===== src/rtl/core_regfile_pkg.sv =====
// core_regfile_pkg: address-map layout shared by the register file and its users.
// Special registers sit directly above the general-purpose bank, so every
// offset here is relative to NUM_GP.
package core_regfile_pkg;

    localparam int unsigned PC_OFS   = 0;
    localparam int unsigned ZERO_OFS = 1;
    localparam int unsigned ONE_OFS  = 2;
    localparam int unsigned ONES_OFS = 3;
    localparam int unsigned BUS_OFS  = 4;
    localparam int unsigned MAP_SPAN = 5;

    typedef enum logic [2:0] {
        REGION_GP,
        REGION_PC,
        REGION_ZERO,
        REGION_ONE,
        REGION_ONES,
        REGION_BUS,
        REGION_NONE
    } regfile_region_e;

    // Classifies an address into its region given the size of the GP bank.
    function automatic regfile_region_e addr_region(input int unsigned addr,
                                                    input int unsigned num_gp);
        regfile_region_e region;
        if (addr < num_gp) begin
            region = REGION_GP;
        end else if (addr == num_gp + PC_OFS) begin
            region = REGION_PC;
        end else if (addr == num_gp + ZERO_OFS) begin
            region = REGION_ZERO;
        end else if (addr == num_gp + ONE_OFS) begin
            region = REGION_ONE;
        end else if (addr == num_gp + ONES_OFS) begin
            region = REGION_ONES;
        end else if (addr == num_gp + BUS_OFS) begin
            region = REGION_BUS;
        end else begin
            region = REGION_NONE;
        end
        return region;
    endfunction

endpackage


===== src/rtl/core_regfile_bus_latch.sv =====
// core_regfile_bus_latch: single-entry holding register for words arriving
// from the memory bus. A pop in the same cycle frees the slot, so a new word
// can be accepted back-to-back without a bubble.
module core_regfile_bus_latch #(
    parameter int unsigned DATA_W = 16
) (
    input  logic              clk,
    input  logic              rst_n,
    input  logic              bus_valid,
    input  logic [DATA_W-1:0] bus_data,
    input  logic              bus_pop,
    output logic              bus_ready,
    output logic              bus_full,
    output logic [DATA_W-1:0] latch_data
);

    logic              full_q;
    logic              full_d;
    logic [DATA_W-1:0] data_q;
    logic [DATA_W-1:0] data_d;
    logic              accept;

    // Handshake: free slot or one being emptied this cycle; accept overrides pop.
    always_comb begin
        bus_ready = !full_q || bus_pop;
        accept    = bus_valid && bus_ready;
        full_d    = full_q;
        data_d    = data_q;
        if (accept) begin
            full_d = 1'b1;
            data_d = bus_data;
        end else if (bus_pop) begin
            full_d = 1'b0;
        end
    end

    // Latch state; the data word is kept after a pop so reads still see it.
    always_ff @(posedge clk or negedge rst_n) begin
        if (!rst_n) begin
            full_q <= 1'b0;
            data_q <= '0;
        end else begin
            full_q <= full_d;
            data_q <= data_d;
        end
    end

    assign bus_full   = full_q;
    assign latch_data = data_q;

endmodule


===== src/rtl/core_register_file.sv =====
// core_register_file: GP bank, program counter, constants and bus latch behind
// one address space, with two combinational read ports, one write port and a
// pending-write scoreboard covering the GP registers and the PC.
// Optional macro REGFILE_BYPASS_EN forwards the write port to matching reads
// in the same cycle; when undefined, reads see only the registered state.
module core_register_file
    import core_regfile_pkg::*;
#(
    parameter int unsigned       DATA_W   = 16,
    parameter int unsigned       ADDR_W   = 4,
    parameter int unsigned       NUM_GP   = 11,
    parameter logic [DATA_W-1:0] RESET_PC = '0,
    parameter int unsigned       MON_IDX  = 7
) (
    input  logic              clk,
    input  logic              rst_n,
    input  logic [ADDR_W-1:0] rd_a_addr,
    input  logic [ADDR_W-1:0] rd_b_addr,
    output logic [DATA_W-1:0] rd_a_data,
    output logic [DATA_W-1:0] rd_b_data,
    output logic              rd_a_busy,
    output logic              rd_b_busy,
    input  logic              wr_en,
    input  logic [ADDR_W-1:0] wr_addr,
    input  logic [DATA_W-1:0] wr_data,
    input  logic              rsv_en,
    input  logic [ADDR_W-1:0] rsv_addr,
    input  logic              pc_inc,
    output logic [DATA_W-1:0] pc_out,
    input  logic              bus_valid,
    input  logic [DATA_W-1:0] bus_data,
    output logic              bus_ready,
    input  logic              bus_pop,
    output logic              bus_full,
    output logic [DATA_W-1:0] mon_out
);

    // The PC shares the scoreboard with the GP bank and sits just above it.
    localparam logic [ADDR_W-1:0] PC_ADDR = ADDR_W'(NUM_GP + PC_OFS);

    logic [DATA_W-1:0] gp_q [NUM_GP];
    logic [DATA_W-1:0] gp_d [NUM_GP];
    logic [DATA_W-1:0] pc_q;
    logic [DATA_W-1:0] pc_d;
    logic [NUM_GP:0]   sb_q;
    logic [NUM_GP:0]   sb_d;
    logic [DATA_W-1:0] latch_data;

    core_regfile_bus_latch #(
        .DATA_W (DATA_W)
    ) u_bus_latch (
        .clk        (clk),
        .rst_n      (rst_n),
        .bus_valid  (bus_valid),
        .bus_data   (bus_data),
        .bus_pop    (bus_pop),
        .bus_ready  (bus_ready),
        .bus_full   (bus_full),
        .latch_data (latch_data)
    );

    function automatic regfile_region_e region_of(input logic [ADDR_W-1:0] a);
        return addr_region(32'(a), NUM_GP);
    endfunction

    // Registered value at an address; constants decode directly, unmapped reads 0.
    function automatic logic [DATA_W-1:0] stored_value(input logic [ADDR_W-1:0] a);
        logic [DATA_W-1:0] v;
        v = '0;
        case (region_of(a))
            REGION_GP: begin
                for (int i = 0; i < NUM_GP; i++) begin
                    if (a == ADDR_W'(i)) begin
                        v = gp_q[i];
                    end
                end
            end
            REGION_PC:   v = pc_q;
            REGION_ZERO: v = '0;
            REGION_ONE:  v = DATA_W'(1);
            REGION_ONES: v = '1;
            REGION_BUS:  v = latch_data;
            default:     v = '0;
        endcase
        return v;
    endfunction

    // Scoreboard bit of an address; only GP and PC can ever be pending.
    function automatic logic stored_busy(input logic [ADDR_W-1:0] a);
        logic b;
        b = 1'b0;
        for (int i = 0; i <= NUM_GP; i++) begin
            if (a == ADDR_W'(i)) begin
                b = sb_q[i];
            end
        end
        return b;
    endfunction

`ifdef REGFILE_BYPASS_EN
    logic wr_hits_reg;

    // Read ports with same-cycle forwarding of a GP/PC write.
    always_comb begin
        wr_hits_reg = wr_en && ((region_of(wr_addr) == REGION_GP) ||
                                (region_of(wr_addr) == REGION_PC));
        rd_a_data = stored_value(rd_a_addr);
        rd_b_data = stored_value(rd_b_addr);
        rd_a_busy = stored_busy(rd_a_addr);
        rd_b_busy = stored_busy(rd_b_addr);
        if (wr_hits_reg && (rd_a_addr == wr_addr)) begin
            rd_a_data = wr_data;
            rd_a_busy = rsv_en && (rsv_addr == rd_a_addr);
        end
        if (wr_hits_reg && (rd_b_addr == wr_addr)) begin
            rd_b_data = wr_data;
            rd_b_busy = rsv_en && (rsv_addr == rd_b_addr);
        end
    end
`else
    // Read ports reflect only the state after the last edge.
    always_comb begin
        rd_a_data = stored_value(rd_a_addr);
        rd_b_data = stored_value(rd_b_addr);
        rd_a_busy = stored_busy(rd_a_addr);
        rd_b_busy = stored_busy(rd_b_addr);
    end
`endif

    // Next-state for GP bank, PC (write beats increment) and scoreboard (reserve beats clear).
    always_comb begin
        gp_d = gp_q;
        pc_d = pc_q;
        sb_d = sb_q;
        for (int i = 0; i < NUM_GP; i++) begin
            if (wr_en && (wr_addr == ADDR_W'(i))) begin
                gp_d[i] = wr_data;
            end
        end
        if (wr_en && (wr_addr == PC_ADDR)) begin
            pc_d = wr_data;
        end else if (pc_inc) begin
            pc_d = pc_q + DATA_W'(1);
        end
        for (int i = 0; i <= NUM_GP; i++) begin
            if (wr_en && (wr_addr == ADDR_W'(i))) begin
                sb_d[i] = 1'b0;
            end
            if (rsv_en && (rsv_addr == ADDR_W'(i))) begin
                sb_d[i] = 1'b1;
            end
        end
    end

    // Architectural state registers.
    always_ff @(posedge clk or negedge rst_n) begin
        if (!rst_n) begin
            for (int i = 0; i < NUM_GP; i++) begin
                gp_q[i] <= '0;
            end
            pc_q <= RESET_PC;
            sb_q <= '0;
        end else begin
            gp_q <= gp_d;
            pc_q <= pc_d;
            sb_q <= sb_d;
        end
    end

    assign pc_out  = pc_q;
    assign mon_out = gp_q[MON_IDX];

endmodule


===== config.mk =====
export PLATFORM = sky130hd
export DESIGN_NAME = core_register_file
export DESIGN_NICKNAME = d
export VERILOG_FILES = /design/src/rtl/core_regfile_pkg.sv /design/src/rtl/core_regfile_bus_latch.sv /design/src/rtl/core_register_file.sv
export SDC_FILE = /design/constraint.sdc
export NUM_CORES = 1
export LEC_CHECK = 0
export ABC_AREA = 1
export CELL_PAD_IN_SITES_DETAIL_PLACEMENT = 1
export CELL_PAD_IN_SITES_GLOBAL_PLACEMENT = 2
export CORE_MARGIN = 5
export CORE_UTILIZATION = 36
export CTS_BUF_LIST = sky130_fd_sc_hd__clkbuf_8
export CTS_CLUSTER_SIZE = 12
export DETAILED_ROUTE_END_ITERATION = 10
export GPL_ROUTABILITY_DRIVEN = 0
export GPL_TIMING_DRIVEN = 0
export PLACE_DENSITY_LB_ADDON = 0.1
export SKIP_LAST_GASP = 1
export SLEW_MARGIN = 20
export SYNTH_ARGS = -nofsm -noshare
export SYNTH_HDL_FRONTEND = slang
export SYNTH_SLANG_ARGS = --single-unit

===== constraint.sdc =====
create_clock -name clk -period 4.1 [get_ports clk]
set_input_delay 0.82 -clock clk [delete_from_list [all_inputs] [get_ports clk]]
set_output_delay 0.82 -clock clk [all_outputs]
set_load 0.01 [all_outputs]

==> summary.md <==
| Metric | Value |
|---|---|
| Cts bufs inserted | `43` |
| Largest family of logic cells by synthesized area | `simple AND/OR/NAND/NOR gates` |
| Routed wire length | `54,600 um` |
| Hold crit path type | `primary input to async pin` |
| Worst Path Class, Setup | `primary input to output port` |
| Syn Std Cell Area | `~0.013 sq mm` |
| Post-Synth XOR/XNOR Area | `0.557%` |
| Clock latency on the worst-skew pair | `roughly 0.57 ns` |
| Mux share of post-synthesis cell area | `~1.4%` |
| Psw | `approximately 2.4 mW` |
| Placeable Area | `0.0345 sq mm` |
| Clk pin slew, worst setup/hold paths | `around 0.06 ns` |
| Global-route wire length before repair | `82,200 um` |
| Post-Synth Simple-Gate Area | `a little under a third` |
| Slowest cell delay on critical path | `approximately 0.56 ns` |
| Worst rel slew slack | `about 50%` |
| Starting Density | `between 30 and 40%` |
| Top cell type's share of synthesized area | `44.0%` |
| Total GRT Usage | `27.9%` |
| Fraction of registers with async set/reset | `100%` |
| Worst path most repeated cell | `nand2_1` |
| Measured slew at the worst slew-check pin | `~0.73 ns` |
| Combinational Power Share | `about a quarter` |
| Rows | `68` |
| Pins Over Slew Limit | `0` |
| Critical path capture point type | `output port` |
| Count leader, synth | `nand2_1` |
| CP startpoint kind | `primary input` |
| Power Dens Cells | `roughly 450 mW/mm^2` |
| Area Overhead vs Synth | `23.9%` |
| Antenna viol nets, final | `0` |
| Setup TNS | `0 ns` |
| DRT Pass-1 Iters | `5` |
| Die H | `a little under 200 um` |
| RSZ-0062 raised after global routing | `no` |
| Share of layout cells above drive strength 1 | `approximately a tenth` |
| Hold Vio Cnt, Final | `0` |
| Critical R2R Capture | `pc_out[11]$_DFFE_PN0P_` |
| Status | `completed` |
| DP HPWL | `approximately 43,000 um` |
| Count of cell types in the netlist | `34` |
| Synth Area in Adders | `less than 1%` |
| Yosys top cell by area | `dfrtp_1` |
| Synth Flop Type | `dfrtp_1` |
| IO Count | `about 120` |
| Launching point of the worst reg2reg path | `pc_out[4]$_DFFE_PN0P_` |
| Drt initial violations | `roughly 870` |
| Compound-gate portion of the synthesized area | `about an eighth` |
| Static Leak | `7.40 nW` |
| Root Buffer | `clkbuf_8` |
| Clock skew | `between 0.02 and 0.03 ns` |
| R2R Setup Slk | `between 1.5 and 2 ns` |
| Vias in the first global route | `~14,000` |
| Drt wl/cell | `around 22 um` |
| Min Hold Slack | `0.248 ns` |
| Period minus WS final | `between 3 and 4 ns` |
| Mapped Cells | `roughly 1,800` |
| Clock Sink Count | `roughly 220` |
| TritonCTS clock tree | `done` |
| Commonest cells post-synth | `nand2_1 (617), inv_1 (226), dfrtp_1 (221)` |
| Drt via density | `approximately 5.3` |
| CP arrival | `between 3 and 4 ns` |
| Initial antenna violation count | `0` |
| Tcrit/Tclk final | `96.5%` |
| Clock network power share | `around a third` |
| Syn avg cell area | `6.97 sq um` |
| Port-buffer cells | `between 100 and 150` |
| Die area | `0.0388 sq mm` |
| EDFF count, synth | `0` |
| Crit path max fanout | `10` |
| Slowest cell on crit path | `clkdlybuf4s50_1` |
| Vias | `~13,000` |
| Total congestion overflow | `0` |
| # setup viols final | `0` |
| Deepest clock path buffer count | `3` |
| H-Tree Depth | `2` |
| Area contributors post-synth | `dfrtp_1 (44%), nand2_1 (18%), o21ai_0 (8.7%)` |
| Achievable Freq | `roughly 250 MHz` |
| Sw Share | `between 30% and 40%` |
| P_int | `roughly 4.6 mW` |
| Sequential share of power | `approximately 44%` |
| DRC viols | `0` |
| Flop and latch count out of synthesis | `around 220` |
| Sequential-to-total area share from yosys stat | `around 44%` |
| Pin count of the biggest net entering global routing | `83` |
| Die width | `around 200 um` |
| Ant. Diodes | `0` |
| Nets | `approximately 2,000` |
| Peak VDD IR | `0.253 mV` |
| Post-Syn Nets | `approximately 1,900` |
| Yosys warnings | `0` |
| Crit-path cells | `clkdlybuf4s15_1, nand2_1, nor2_2, clkbuf_2, a221oi_1, nand2_1, clkdlybuf4s50_1` |
| Worst R2R Path Depth | `7` |
| Worst EP required | `roughly 3.3 ns` |
| Max-capacitance violation count | `0` |
registers in the layout, summed over array words and instances (netlist names):
name                    flops
u_bus_latch.bus_full        1
u_bus_latch.latch_data     16
gp_q                      160
mon_out                    16
pc_out                     16
sb_q                       12
critical path, delay by kind of cell:
family                 cells  cell delay (ns)
AOI/OAI and AO/OA          1             0.14
and+or+nand+nor            3             0.83
buffers and inverters      3             1.33
layout make-up:
type | count | area, sq um
well taps | 455 | 569
clock inverters | 20 | 80.1
flip-flops and latches | 221 | 5530
clock buffers | 53 | 729
plain buffers | 90 | 494
fillers | 4456 | 19000
repair buffers | 142 | 1390
inverters | 235 | 896
multi-input cells | 1256 | 5890
layer usage:
metal,track usage (%),vias to the layer above,routed length [um]
met5,0,-,0
met1,39.8,6680,25200
li1,-,6100,-
met2,44.8,360,25100
met3,4.41,72,3080
met4,6.83,0,1170
power by group through the flow:
stage / clock network, mW / logic [mW] / registers [mW]
2_1_floorplan: 0 / 0.904 / 2.98
4_1_cts: 2.24 / 1.72 / 3.06
3_5_place_dp: 0 / 1.68 / 3.09
3_3_place_gp: 0 / 1.62 / 3.08
6_report: 2.18 / 1.70 / 3.07
5_1_grt: 2.33 / 1.89 / 3.12
metrics by stage:
step | cells | instance area (sq um) | power (mW) | worst slack [ns] | utilization (%)
6_report | 2472 | 15600 | 6.95 | 0.143 | 45.1
2_1_floorplan | 1803 | 12600 | 3.88 | 1.39 | -
3_3_place_gp | 2378 | 14300 | 4.71 | -8.17 | 41.5
5_1_grt | 2472 | 15600 | 7.35 | 0.00559 | 45.1
3_5_place_dp | 2380 | 14400 | 4.77 | -0.661 | 41.7
4_1_cts | 2470 | 15600 | 7.01 | -0.0119 | 45.0
what timing repair did:
| item | 4_1_cts | 5_1_grt |
|---|---|---|
| endpoints found under the hold margin | 0 | 0 |
| hold buffers | 0 | 0 |
| gates resized for setup | 86 | 19 |
| setup endpoints to repair | 34 | 33 |
| pin swaps | 11 | 2 |
| buffers inserted | 18 | 2 |
worst max-delay path by stage:
stage,startpoint,end,cells past startpoint
after floorplan,rd_a_addr[3],rd_a_data[14],12
after global placement,rst_n,u_bus_latch.latch_data[7]$_DFFE_PN0P_,1
after detailed placement,rd_a_addr[0],rd_a_data[10],10
after CTS,rd_b_addr[3],rd_b_data[12],14
after global routing,rd_a_addr[2],rd_a_data[9],14
final,rd_a_addr[2],rd_a_data[10],7
layout by cell type (no fill, tap or decap), drive strengths merged, types with 53 or more instances in the layout:
cell type,netlist,routed
buf,35,55
nand2,618,618
nor2,154,154
clkbuf,56,115
a21oi,53,53
dfrtp,221,221
o21ai,219,219
clkdlybuf4s50,0,110
inv,232,248
nand3,80,80
logic make-up after synthesis:
group                      Yosys count
AOI/OAI and AO/OA                  309
and+or+nand+nor                    922
xor gates and xnor gates             8
DFF                                221
adders and majority gates            1
muxes                               16
buffers and inverters              326
No activity file was read; power rests on OpenSTA's default activity.
==> variant, RTL diff (same settings) <==
Set the parameter `ADDR_W` to 3 (it was 4).
--- a/src/rtl/core_register_file.sv
+++ b/src/rtl/core_register_file.sv
@@ -9,3 +9,3 @@
     parameter int unsigned       DATA_W   = 16,
-    parameter int unsigned       ADDR_W   = 4,
+    parameter int unsigned       ADDR_W   = 3,
     parameter int unsigned       NUM_GP   = 11,
Interface: changed (resized rd_a_addr, rd_b_addr, rsv_addr and wr_addr); port bits go from 123 to 119. No check against the original RTL was run, so the function may have changed too.
==> variant against the original RTL <==
  * Power fell by 35%
  * Setup slack got worse by 49 ps
  * Area after synthesis fell by 32%
  * Final area fell by 33%
  * Fmax fell by 1.2%
  * Sequential cell count fell by 68
  * Wire length fell by 34%
  * Sequential share of layout area rose by 1.1 points
  * Via count fell by 33%
  * Register-to-register slack improved by 540 ps
  * Critical endpoint is now rd_a_data[1]
  * Largest power group unchanged
  * Highest routed layer unchanged
==> variant: results (changes against the original RTL) <==
\begin{tabular}{lr}
\hline
Metric & Value \\
\hline
\multicolumn{2}{l}{\textbf{Global route}} \\
All-Layer GR Usage & 0.273 (-0.00660) \\
Antenna violations before repair & 1 (+1) \\
Vias in the first global route & 9,016 (-34\%) \\
Pin count of the biggest net entering global routing & 80 (-3.6\%) \\
Met2 usage & 0.434 (-0.0143) \\
Wire length of the first global-routing pass & 54,700 um (-33\%) \\
Met3 Usage GRT & 0.0434 (-0.000690) \\
Met1 track demand over resource & 0.375 (-0.0229) \\
\multicolumn{2}{l}{\textbf{Place}} \\
Number of placed cells counting well taps & 1,611 (-32\%) \\
Final HPWL DP & 27,600 um (-36\%) \\
Total of buffers placed on input and output ports & 99 (-18\%) \\
\multicolumn{2}{l}{\textbf{Power and ir drop}} \\
Maximum resistive drop on vdd & 0.204 mV (-19\%) \\
Switching pwr & 1.67 mW (-31\%) \\
\multicolumn{2}{l}{\textbf{Timing}} \\
Fin Clk Skew & 13.3 ps (-12.4 ps) \\
Worst slew pin tran & 863 ps (+128 ps) \\
\multicolumn{2}{l}{\textbf{Route}} \\
Iteration-0 DRC Markers & 592 (-32\%) \\
Via/cell ratio & 5.34 (about the same) \\
\multicolumn{2}{l}{\textbf{Synth}} \\
Share of the yosys chip area belonging to registers & 0.447 (+0.00720) \\
Yosys warnings & 0 (unchanged) \\
List of most frequent post-synthesis cells & nand2\_1 (406), dfrtp\_1 (153), o21ai\_0 (122) \\
Synth top area cells & dfrtp\_1 (45\%), nand2\_1 (18\%), o21ai\_0 (7.1\%) \\
Synth cell types & 31 (-8.8\%) \\
\multicolumn{2}{l}{\textbf{Critical path}} \\
Delay of the slowest critical-path stage & 540 ps (-20 ps) \\
Cells on worst reg2reg path & 8 (+1) \\
\multicolumn{2}{l}{\textbf{Clock network}} \\
Source-to-sink clock delay at the later pin of the worst-skew pair & 480 ps (-90 ps) \\
Number of clock buffers inserted by TritonCTS & 17 (-60\%) \\
Clock input transition at the sequential cells of the worst setup and hold paths & 90 ps (+30 ps) \\
\multicolumn{2}{l}{\textbf{Run status}} \\
Outcome & finished clean \\
\multicolumn{2}{l}{\textbf{Cells and area}} \\
Number of nets in the final layout & 1,370 (-33\%) \\
Count of placed standard cells in the final layout, fillers left out & 1,650 (-33\%) \\
Fillers & 2,968 (-33\%) \\
Share of cells above drive strength 1 & 0.0849 (-0.0202) \\
Max FFs per register & 112 (-30\%) \\
\hline
\end{tabular}
-- variant: cell types whose count changed in the layout (fill, tap and decap cells not counted), moves of 29 or more --
| cell | unedited run | this run |
|---|---|---|
| a21oi_1 | 53 | 24 |
| dfrtp_1 | 221 | 153 |
| inv_1 | 239 | 107 |
| o21ai_0 | 219 | 122 |
| nand2_1 | 608 | 406 |
| clkbuf_8 | 54 | 17 |
| nor2_1 | 128 | 99 |
-- variant: layout make-up --
type	instances	share of cell area
repair buffers	107	0.105
multi-input cells	853	0.374
clock inverters	15	0.0135
inverters	110	0.0394
clock buffers	17	0.0223
plain buffers	76	0.0415
well taps	319	0.0381
flip-flops and latches	153	0.366
-- variant: final timing paths --
| path | start | endpoint | slack (ps) |
|---|---|---|---|
| max | rd_a_addr[0] | rd_a_data[1] | 90 |
| min | rst_n | gp_q[84] | 320 |
| max reg2reg | pc_out[0] | pc_out[10] | 2320 |
| min reg2reg | gp_q[40] | gp_q[40] | 520 |
| max in group asynchronous | rst_n | gp_q[98] | 2910 |
| min in group clk | gp_q[40] | gp_q[40] | 520 |
-- variant: cells by family (layout without fill, tap and decap cells) --
kind of cell	Yosys count	in the layout	synth area share
fa+ha+maj	1	1	0.00146
xor+xnor	8	8	0.00818
buf+inv	186	325	0.0983
compound gates	172	172	0.109
simple gates	672	672	0.336
flops	153	153	0.447
-- variant: routing by layer --
| metal | wire, um | vias up |
|---|---|---|
| li1 | - | 4113 |
| met5 | 0 | - |
| met4 | 1270 | 0 |
| met3 | 1740 | 57 |
| met1 | 16200 | 4398 |
| met2 | 16600 | 242 |
-- variant: repair_timing --
item	CTS	global route
setup endpoints to repair	21	26
gates resized for setup	3	5
pin swaps	2	2
cloned	0	0
setup buffers	3	4
-- variant: power groups by stage --
| stage | clock, mW | combinational (mW) | sequential (mW) |
|---|---|---|---|
| 2_1_floorplan | 0 | 0.652 | 2.04 |
| 3_3_place_gp | 0 | 1.22 | 2.12 |
| 3_5_place_dp | 0 | 1.26 | 2.12 |
| 4_1_cts | 1.20 | 1.27 | 2.09 |
| 5_1_grt | 1.27 | 1.40 | 2.14 |
| 6_report | 1.19 | 1.26 | 2.09 |
-- variant: through the flow --
stage	util	area [um^2]
after global placement	0.424	9950
after detailed placement	0.425	9990
final	0.446	10500
after floorplan	-	8560
after CTS	0.443	10400
after global routing	0.446	10500
